===== config.mk =====
export PLATFORM = sky130hd
export DESIGN_NAME = jk_exc_drv
export DESIGN_NICKNAME = d
export VERILOG_FILES = /design/src/rtl/jk_exc_drv.sv
export SDC_FILE = /design/constraint.sdc
export NUM_CORES = 1
export LEC_CHECK = 0
export ABC_AREA = 1
export BUFFER_PORTS_ARGS = -buffer_cell sky130_fd_sc_hd__buf_2
export CORE_MARGIN = 4
export CORE_UTILIZATION = 45
export CTS_BUF_LIST = sky130_fd_sc_hd__clkbuf_2
export DETAILED_ROUTE_END_ITERATION = 7
export PLACE_DENSITY = 0.7
export SLEW_MARGIN = 20
export SYNTH_ARGS = -nofsm -noshare
export SYNTH_HDL_FRONTEND = slang
export SYNTH_SLANG_ARGS = --single-unit

===== constraint.sdc =====
create_clock -name clk -period 2 [get_ports clk]
set_input_delay 0.4 -clock clk [delete_from_list [all_inputs] [get_ports clk]]
set_output_delay 0.4 -clock clk [all_outputs]
set_load 0.005 [all_outputs]

===== src/rtl/jk_exc_drv.sv =====
// jk_exc_drv: drives the J/K inputs of an external bank of W JK flip-flops
// (clocked by the same clk) so that the bank reaches a requested target.
// The bank is driven for one cycle and then checked. A mismatch leads to a
// re-drive, up to MAX_RETRY extra attempts. After that the block raises err.
//
// Ports:
//   clk        single clock, all state changes on posedge
//   reset      asynchronous, active-low reset
//   tgt        requested next value of the bank (W bits)
//   tgt_valid  tgt is valid this cycle
//   tgt_ready  high exactly while the FSM is IDLE
//   q_fb       current q outputs of the external bank (W bits)
//   j, k       registered J/K drive, one bit per flop
//   done       one-cycle pulse when the bank matched the target
//   err        retries exhausted; held until the next accept or reset
//
// Optional feature: define JK_TOGGLE_OPT_EN to drive every differing bit with
// j=k=1 (toggle) instead of the set/reset encoding.
module jk_exc_drv #(
  parameter int W         = 4,
  parameter int MAX_RETRY = 2
) (
  input  logic         clk,
  input  logic         reset,
  input  logic [W-1:0] tgt,
  input  logic         tgt_valid,
  output logic         tgt_ready,
  input  logic [W-1:0] q_fb,
  output logic [W-1:0] j,
  output logic [W-1:0] k,
  output logic         done,
  output logic         err
);

  localparam int CW = (MAX_RETRY > 0) ? $clog2(MAX_RETRY + 1) : 1;

  localparam logic [1:0] IDLE  = 2'd0;
  localparam logic [1:0] DRIVE = 2'd1;
  localparam logic [1:0] CHECK = 2'd2;

  logic [1:0]    state;
  logic [W-1:0]  tgt_r;
  logic [CW-1:0] retry;

  // One excitation network is shared. At accept, the target comes straight
  // from the input port. On a re-drive, the target comes from the captured copy.
  logic [W-1:0] src, exc_j, exc_k;
  logic         exc_zero;

  assign src = (state == IDLE) ? tgt : tgt_r;

  for (genvar i = 0; i < W; i++) begin : g_lane
`ifdef JK_TOGGLE_OPT_EN
    // Toggle mode: every differing bit flips.
    assign exc_j[i] = src[i] ^ q_fb[i];
    assign exc_k[i] = src[i] ^ q_fb[i];
`else
    // Set/reset mode: j and k are never both high.
    assign exc_j[i] = src[i] & ~q_fb[i];
    assign exc_k[i] = ~src[i] & q_fb[i];
`endif
  end

  assign exc_zero  = ~|(exc_j | exc_k);
  assign tgt_ready = (state == IDLE);

  always_ff @(posedge clk or negedge reset) begin
    if (!reset) begin
      state <= IDLE;
      tgt_r <= '0;
      retry <= '0;
      j     <= '0;
      k     <= '0;
      done  <= 1'b0;
      err   <= 1'b0;
    end else begin
      done <= 1'b0;
      case (state)
        IDLE: begin
          if (tgt_valid) begin
            tgt_r <= tgt;
            err   <= 1'b0;
            retry <= '0;
            j     <= exc_j;
            k     <= exc_k;
            // If the bank already matches, skip the drive cycle.
            state <= exc_zero ? CHECK : DRIVE;
          end
        end
        DRIVE: begin
          // The bank has taken the drive on this edge. Drop j/k so the
          // pulse lasts exactly one cycle.
          j     <= '0;
          k     <= '0;
          state <= CHECK;
        end
        CHECK: begin
          if (q_fb == tgt_r) begin
            done  <= 1'b1;
            state <= IDLE;
          end else if (retry < CW'(MAX_RETRY)) begin
            retry <= retry + CW'(1);
            j     <= exc_j;
            k     <= exc_k;
            state <= DRIVE;
          end else begin
            err   <= 1'b1;
            state <= IDLE;
          end
        end
        default: begin
          j     <= '0;
          k     <= '0;
          state <= IDLE;
        end
      endcase
    end
  end

endmodule


==> flow_summary.json, run 1 <==
{
  "outcome": "completed",
  "grt_pass1_vias": 857,
  "place_hpwl_um": 1570,
  "yosysSeqAreaShare_pct": 43.1,
  "final_cell_mix": "nand2_1, buf_2, dfrtp_1",
  "yosysTopAreaCell": "dfrtp_1",
  "clockBufferDepth": 2,
  "finalMaxSlewViolations": 0,
  "powerDensity_nw_per_um2": 1290,
  "clkSinkCount": 18,
  "skew_ps": 3.58,
  "ys_warn_count": 0,
  "crit_buf_inv": 2,
  "dieArea_um2": 3160,
  "drt-vias-per-instance": 4.83,
  "cp.arrival_ps": 1220,
  "cts_max_level": 1,
  "layout-drive-gt1-share_pct": 22.6,
  "crit_required_ps": 1600,
  "postSynthCellCount": 132,
  "clock_latency_ps": 290,
  "ir_drop_v": 0.000648,
  "tightest_slew_ps": 409,
  "ios": 22,
  "setup_viol": 0,
  "critPathSlowestCell": "dfrtp_1",
  "grt.total_usage_pct": 14.1,
  "firstDrtPassIters": 4,
  "path_clk_slew_ps": 160,
  "cts_buffers": 3,
  "ys_async_sr_fraction_pct": 100,
  "crit_family": "flip-flops",
  "first_iter_violations": 21,
  "fin_crit_sh_pct": 81.2,
  "syn_area_um2": 1040,
  "drc": 0,
  "antenna_found_initial": 0,
  "die_y_um": 56.2,
  "initial_core_util_pct": 47.2,
  "wire_per_inst_um": 10.7,
  "synth_cell_types": 18,
  "cp_max_fo": 12,
  "drv_cap": 0,
  "finalHoldViolCount": 0,
  "ys_seq_elements": 18,
  "yosysTopAreaCellShare_pct": 43.1,
  "fmax_mhz": 616,
  "crit_path_end_kind": "output pin",
  "leakagePower_nw": 0.713,
  "overflow": 0,
  "std_cell_rows": 17,
  "synthFlopType": "dfrtp_1",
  "numPortBuffers": 21,
  "num_vias": 884,
  "slew_headroom_pct": 72.8,
  "critPathMaxStageDelay_ps": 500,
  "fillers": 217,
  "postRouteAntennaNets": 0,
  "crit_chain": "nor2_1, buf_4, buf_2",
  "finalNetCount": 176,
  "synth_edf_count": 0,
  "drt_wl_total_um": 1950,
  "cts_resized": 0,
  "cts_tree": "built",
  "critPathLaunchType": "register",
  "crit_type": "reg2out",
  "hp-class": "in2reg",
  "grt_max_degree": 19,
  "rsz0062_at_grt": "no",
  "core_area_um2": 2210,
  "area_delta_synth_final_pct": 14.6,
  "syn_nets": 151,
  "min_period_ps": 1620,
  "cts_root_buffer": "clkbuf_2",
  "final_common_cell": "nand2_1",
  "die_w_um": 56.2,
  "final.setup.tns_ps": 0,
  "grt_first_pass_wirelength_um": 3540,
  "routabilityCongestion": 0.805,
  "diodes": 0,
  "syn_area_per_cell_um2": 7.91,
  "synth_top_cells_by_area": "dfrtp_1, nand2_1, ha_1, nand4_1, inv_1",
  "p_total_mw": 1.55
}
-- kinds of logic (layout without fill, tap and decap cells) --
logic type               Yosys count  count (layout)  share of synthesized area [%]
buffers and inverters             23              46                           9.10
flip-flops                        18              18                           43.1
XOR/XNOR                           1               1                          0.838
AND/OR/NAND/NOR                   71              71                           31.9
AO/OA/AOI/OAI                     11              11                           5.51
adder cells (fa/ha/maj)            8               8                           9.58
-- registers in the layout, summed over array words and instances (netlist names) --
| signal | count |
|---|---|
| j | 4 |
| k | 4 |
| tgt_r | 4 |
| retry | 2 |
| state | 2 |
| done | 1 |
| err | 1 |
-- per-layer routing --
metal	GRT usage (%)	vias to the layer above	routed length, um
met5	0	-	0
met4	6.10	0	25
li1	-	467	-
met1	18.0	396	958
met3	3.25	4	81
met2	22.7	17	885
-- per-stage QoR --
| step | util, % | worst slack, ps | hold WS, ps | area [um2] | instances |
|---|---|---|---|---|---|
| 3_5_place_dp | 53.0 | 465 | 350 | 1170 | 179 |
| 6_report | 54.1 | 376 | 359 | 1200 | 183 |
| 3_3_place_gp | 53.0 | 479 | 347 | 1170 | 179 |
| 5_1_grt | 54.1 | 282 | 315 | 1200 | 183 |
| 2_1_floorplan | - | 475 | 104 | 1040 | 132 |
| 4_1_cts | 53.7 | 364 | 2.02 | 1190 | 182 |
-- power breakdown --
| group | leakage (nW) | internal, mW | total (mW) | switching [mW] |
|---|---|---|---|---|
| Combinational | 0.470 | 0.311 | 0.778 | 0.467 |
| Clock | 0.0125 | 0.0409 | 0.147 | 0.107 |
| Sequential | 0.230 | 0.516 | 0.623 | 0.107 |
| Total | 0.713 | 0.868 | 1.55 | 0.681 |
-- worst reg2reg max path: stages (launching register included) --
cell     delay [ps]
dfrtp_1         520
nor2_1           70
buf_4           180
nand2_1          60
o21ai_1          80
ha_1            290
nand4_1         130
nand3_1          90
nand2_1          60
-- synth_stat cells, types with 2 or more instances --
cell type	n
nand2_1	41
dfrtp_1	18
inv_1	16
nand4_1	11
ha_1	8
nor2_1	8
a21oi_1	6
nand3_1	5
inv_2	4
o21ai_1	4
buf_4	2
nand3_2	2
nor2_4	2
-- final timing paths --
path,startpoint,slack [ps],cells past startpoint,end
setup / recovery,state[0],380,3,tgt_ready
hold / removal,tgt[0],360,3,tgt_r[0]
setup reg to reg,state[0],440,8,state[0]
hold reg to reg,k[0],490,2,k[0]
max in group asynchronous,reset,1160,2,j[3]
min in group asynchronous,reset,550,2,j[0]
-- cell type report --
cell class / count / area [um2] / share of cell area [%]
clock buffers: 3 / 15.0 / 1.25
multi-input cells: 91 / 499 / 41.7
flip-flops and latches: 18 / 450 / 37.6
repair buffers: 23 / 123 / 10.2
inverters: 20 / 75.1 / 6.27
well taps: 28 / 35.0 / 2.93
-- timing repair --
action	in CTS	in global routing
hold buffers	0	1
endpoints found under the hold margin	0	9
setup buffers	0	0
Power figures use the tool's default switching activity.
==> inputs of run 2 (changes only) <==
Clock period 2 ns to 1.6 ns, I/O delays scaled along.
==> flow_summary.json, run 2 (synthesis gave the netlist of run 1 again) <==
{
  "finalNetCount": 178,
  "grt_max_degree": 19,
  "grt_first_pass_wirelength_um": 3640,
  "register_area_um2": 452,
  "final_cell_mix": "nand2_1, buf_2, dfrtp_1",
  "numPortBuffers": 21,
  "first_iter_violations": 15,
  "wire_per_inst_um": 11.5,
  "min_period_ps": 1530,
  "drt-vias-per-instance": 4.82,
  "core_area_um2": 2210,
  "critPathSlowestCell": "dfrtp_2",
  "slew_headroom_pct": 73.3,
  "drc": 0,
  "final_common_cell": "nand2_1",
  "std_cell_rows": 17,
  "cp.arrival_ps": 1210,
  "dieArea_um2": 3160,
  "rsz0062_at_grt": "yes",
  "ir_drop_v": 0.000872,
  "stdcell_count": 186,
  "p_switching_mw": 0.914,
  "routabilityCongestion": 0.827,
  "sequentialPowerShare_pct": 37.8,
  "layout-drive-gt1-share_pct": 25.3,
  "grt_pass1_vias": 868,
  "finalMaxSlewViolations": 0,
  "crit_path_end_kind": "output pin",
  "leakagePower_nw": 0.726,
  "diodes": 0,
  "cts_max_level": 1,
  "grt.total_usage_pct": 14.3,
  "area_delta_synth_final_pct": 18.7,
  "crit_required_ps": 1280,
  "setup_viol": 0,
  "num_vias": 897,
  "die_y_um": 56.2,
  "comb_power_share_pct": 52.4,
  "die_w_um": 56.2,
  "ios": 22,
  "finalHoldViolCount": 0,
  "fmax_mhz": 652,
  "multi_input_area_um2": 518,
  "p_sw_share_pct": 44.4,
  "dp.cells": 179,
  "p_total_mw": 2.06,
  "firstDrtPassIters": 4,
  "fin_hold_ws_ps": 262,
  "clock_latency_ps": 310,
  "cts_tree": "built",
  "postRouteAntennaNets": 0,
  "outcome": "completed",
  "reg.largest.list": "j x4, k x4, tgt_r x4",
  "dpl_cell_area_um2": 1170,
  "drt_wl_total_um": 2130,
  "skew_ps": 9.50,
  "overflow": 0,
  "critPathMaxStageDelay_ps": 490,
  "hp-class": "in2reg",
  "fillers": 227,
  "critPathLaunchType": "register",
  "final_core_util_pct": 56.1,
  "cts_root_buffer": "clkbuf_2",
  "place_hpwl_um": 1680,
  "p_int_mw": 1.14,
  "stdcell_area_um2": 1240,
  "antenna_found_initial": 0,
  "initial_core_util_pct": 47.2,
  "clockBufferDepth": 2,
  "crit_chain": "nor2_2, buf_4, buf_2",
  "pwr-share-clk_pct": 9.7,
  "clkSinkCount": 18,
  "path_clk_slew_ps": 180,
  "powerDensity_nw_per_um2": 1660,
  "tightest_slew_ps": 400,
  "cts_buffers": 3,
  "fin_crit_sh_pct": 95.9,
  "drv_cap": 0,
  "cp_max_fo": 6,
  "crit_type": "reg2out"
}
[run 2: changes by cell type in the layout (fill, tap and decap cells not counted), sizes merged]
| cell | previous run | this run |
|---|---|---|
| buf | 22 | 24 |
| clkinv | 0 | 1 |
[run 2: repair_timing]
action                     in CTS  in global routing
hold buffers                    1                  0
resized for setup               0                  7
hold endpoints to repair       18                  0
setup endpoints to repair       0                  4
buffers inserted                0                  1
[run 2: per-layer routing]
layer	vias up	GRT usage [%]	routed length [um]
met3	4	3.02	93
met4	0	5.76	29
met1	406	17.8	1010
li1	470	-	-
met5	-	0	0
met2	17	23.9	1000
[run 2: path summary, 6_finish.rpt]
kind | from | endpoint | cells past startpoint | slack, ps
setup / recovery | state[0] | tgt_ready | 3 | 70
max in group asynchronous | reset | state[0] | 2 | 850
min in group asynchronous | reset | j[1] | 2 | 440
setup reg to reg | state[0] | state[0] | 8 | 90
hold reg to reg | j[1] | j[1] | 2 | 490
hold / removal | tgt[0] | tgt_r[0] | 3 | 260
[run 2: power by group through the flow]
stage                     registers, mW  clock network (mW)  logic (mW)
after detailed placement          0.790                   0       0.993
final                             0.779               0.200        1.08
after CTS                         0.782               0.206       0.998
after global routing              0.808               0.229        1.24
after global placement            0.770                   0       0.964
after floorplan                   0.780                   0       0.684
[run 2: worst max-delay path: cells and delay by family, from the launching register on]
family | cells | cell delay, ps
simple gates | 1 | 140
buf+inv | 2 | 290
flops | 1 | 490
[run 2: stage by stage]
stage / setup WS, ps / setup TNS, ps
detailed placement: 81.9 / 0
global placement: 136 / 0
floorplan: 74.8 / 0
CTS: 32.9 / 0
global route: -24.0 / -47.9
finish: 65.8 / 0
[run 2: area by class of cell]
cell class | count | share of cell area (%)
inverter | 20 | 6.05
clock inverter | 1 | 0.303
timing repair buffer | 25 | 11.4
sequential | 18 | 36.4
tap | 28 | 2.83
clock buffer | 3 | 1.21
multi-input combinational | 91 | 41.8
==> inputs of run 3 (changes only) <==
Settings changed: CORE_MARGIN 4 to 3.
Clock period 1.6 ns to 1.7 ns, I/O delays scaled along.
==> flow_summary.json, run 3 (synthesis gave the netlist of run 1 again) <==
{
  "powerDensity_nw_per_um2": 1520,
  "clock_latency_ps": 290,
  "first_iter_violations": 33,
  "grt_pass1_vias": 903,
  "crit_path_end_kind": "output pin",
  "path_clk_slew_ps": 170,
  "drc": 0,
  "place_hpwl_um": 1580,
  "pwr-share-clk_pct": 9.5,
  "drt-vias-per-instance": 4.96,
  "final_cell_mix": "nand2_1, buf_2, dfrtp_1",
  "finalMaxSlewViolations": 0,
  "diodes": 0,
  "ios": 22,
  "fmax_mhz": 661,
  "clockBufferDepth": 2,
  "sequentialPowerShare_pct": 39.1,
  "cts_max_level": 1,
  "fillers": 210,
  "die_w_um": 54.2,
  "crit_required_ps": 1360,
  "slew_headroom_pct": 72.3,
  "finalHoldViolCount": 0,
  "initial_core_util_pct": 50.2,
  "numPortBuffers": 21,
  "p_total_mw": 1.83,
  "grt_first_pass_wirelength_um": 3680,
  "firstDrtPassIters": 4,
  "multi_input_area_um2": 499,
  "p_switching_mw": 0.798,
  "stdcell_area_um2": 1200,
  "ir_drop_v": 0.000914,
  "overflow": 0,
  "register_area_um2": 452,
  "dieArea_um2": 2940,
  "drt_wl_total_um": 1990,
  "antenna_found_initial": 0,
  "skew_ps": 4.43,
  "final_common_cell": "nand2_1",
  "rsz0062_at_grt": "no",
  "crit_type": "reg2out",
  "fin_crit_sh_pct": 89.0,
  "routabilityCongestion": 0.847,
  "finalNetCount": 177,
  "std_cell_rows": 16,
  "die_y_um": 54.2,
  "cp_max_fo": 12,
  "drv_cap": 0,
  "wire_per_inst_um": 10.9,
  "cp.arrival_ps": 1170,
  "setup_viol": 0,
  "postRouteAntennaNets": 0,
  "layout-drive-gt1-share_pct": 23.7,
  "min_period_ps": 1510,
  "clkSinkCount": 18,
  "p_int_mw": 1.03,
  "hp-class": "in2reg",
  "reg.largest.list": "j x4, k x4, tgt_r x4",
  "p_sw_share_pct": 43.6,
  "outcome": "completed",
  "stdcell_count": 183,
  "core_area_um2": 2080,
  "comb_power_share_pct": 51.3,
  "grt.total_usage_pct": 16.9,
  "leakagePower_nw": 0.716,
  "grt_max_degree": 19,
  "dpl_cell_area_um2": 1170,
  "cts_tree": "built",
  "critPathLaunchType": "register",
  "cts_buffers": 3,
  "area_delta_synth_final_pct": 15.3,
  "final_core_util_pct": 57.9,
  "num_vias": 908,
  "dp.cells": 178,
  "cts_root_buffer": "clkbuf_2",
  "tightest_slew_ps": 415,
  "final.setup.tns_ps": 0
}
run 3: layout make-up:
class,instances,area share [%]
timing repair buffer,24,10.8
clock buffer,3,1.25
sequential,18,37.5
tap,27,2.80
inverter,20,6.23
multi-input combinational,91,41.4
run 3: worst max-delay path, stage by stage, from the launching register on:
cell and delay [ps]:
dfrtp_1 450, nor2_1 120, buf_4 180, buf_2 130
run 3: repair_timing:
item	4_1_cts	5_1_grt
hold endpoints to repair	18	0
setup endpoints to repair	0	1
hold buffers	1	0
gates resized for setup	0	1
buffers inserted	0	1
run 3: worst paths after layout:
path / startpoint / endpoint / slack, ps / cells after the start
max in group asynchronous: reset / state[0] / 910 / 2
min: tgt_valid / state[0] / 300 / 3
min reg2reg: j[0] / j[0] / 490 / 2
max reg2reg: state[1] / state[0] / 190 / 8
max: state[1] / tgt_ready / 190 / 3
min in group asynchronous: reset / j[3] / 490 / 2
run 3: metal layers:
layer  part of all wire, %  global-route usage [%]  vias up
met5                     0                       0        -
met1                    46                    21.8      414
met2                    48                    28.5       21
met4                  0.35                    6.22        0
met3                   5.9                    2.49        2
li1                      -                       -      471
run 3: metrics by stage:
stage / worst slack, ps / hold WS [ps]
final: 187 / 295
after CTS: 114 / 279
after floorplan: 175 / 44.4
after global placement: 230 / 293
after global routing: 15.3 / 291
after detailed placement: 173 / 297
run 3: power groups by stage:
stage          combinational, mW  sequential (mW)  clock, mW
2_1_floorplan              0.644            0.734          0
3_3_place_gp               0.904            0.725          0
3_5_place_dp               0.923            0.737          0
4_1_cts                    0.927            0.727      0.188
5_1_grt                     1.11            0.742      0.197
6_report                   0.941            0.717      0.175
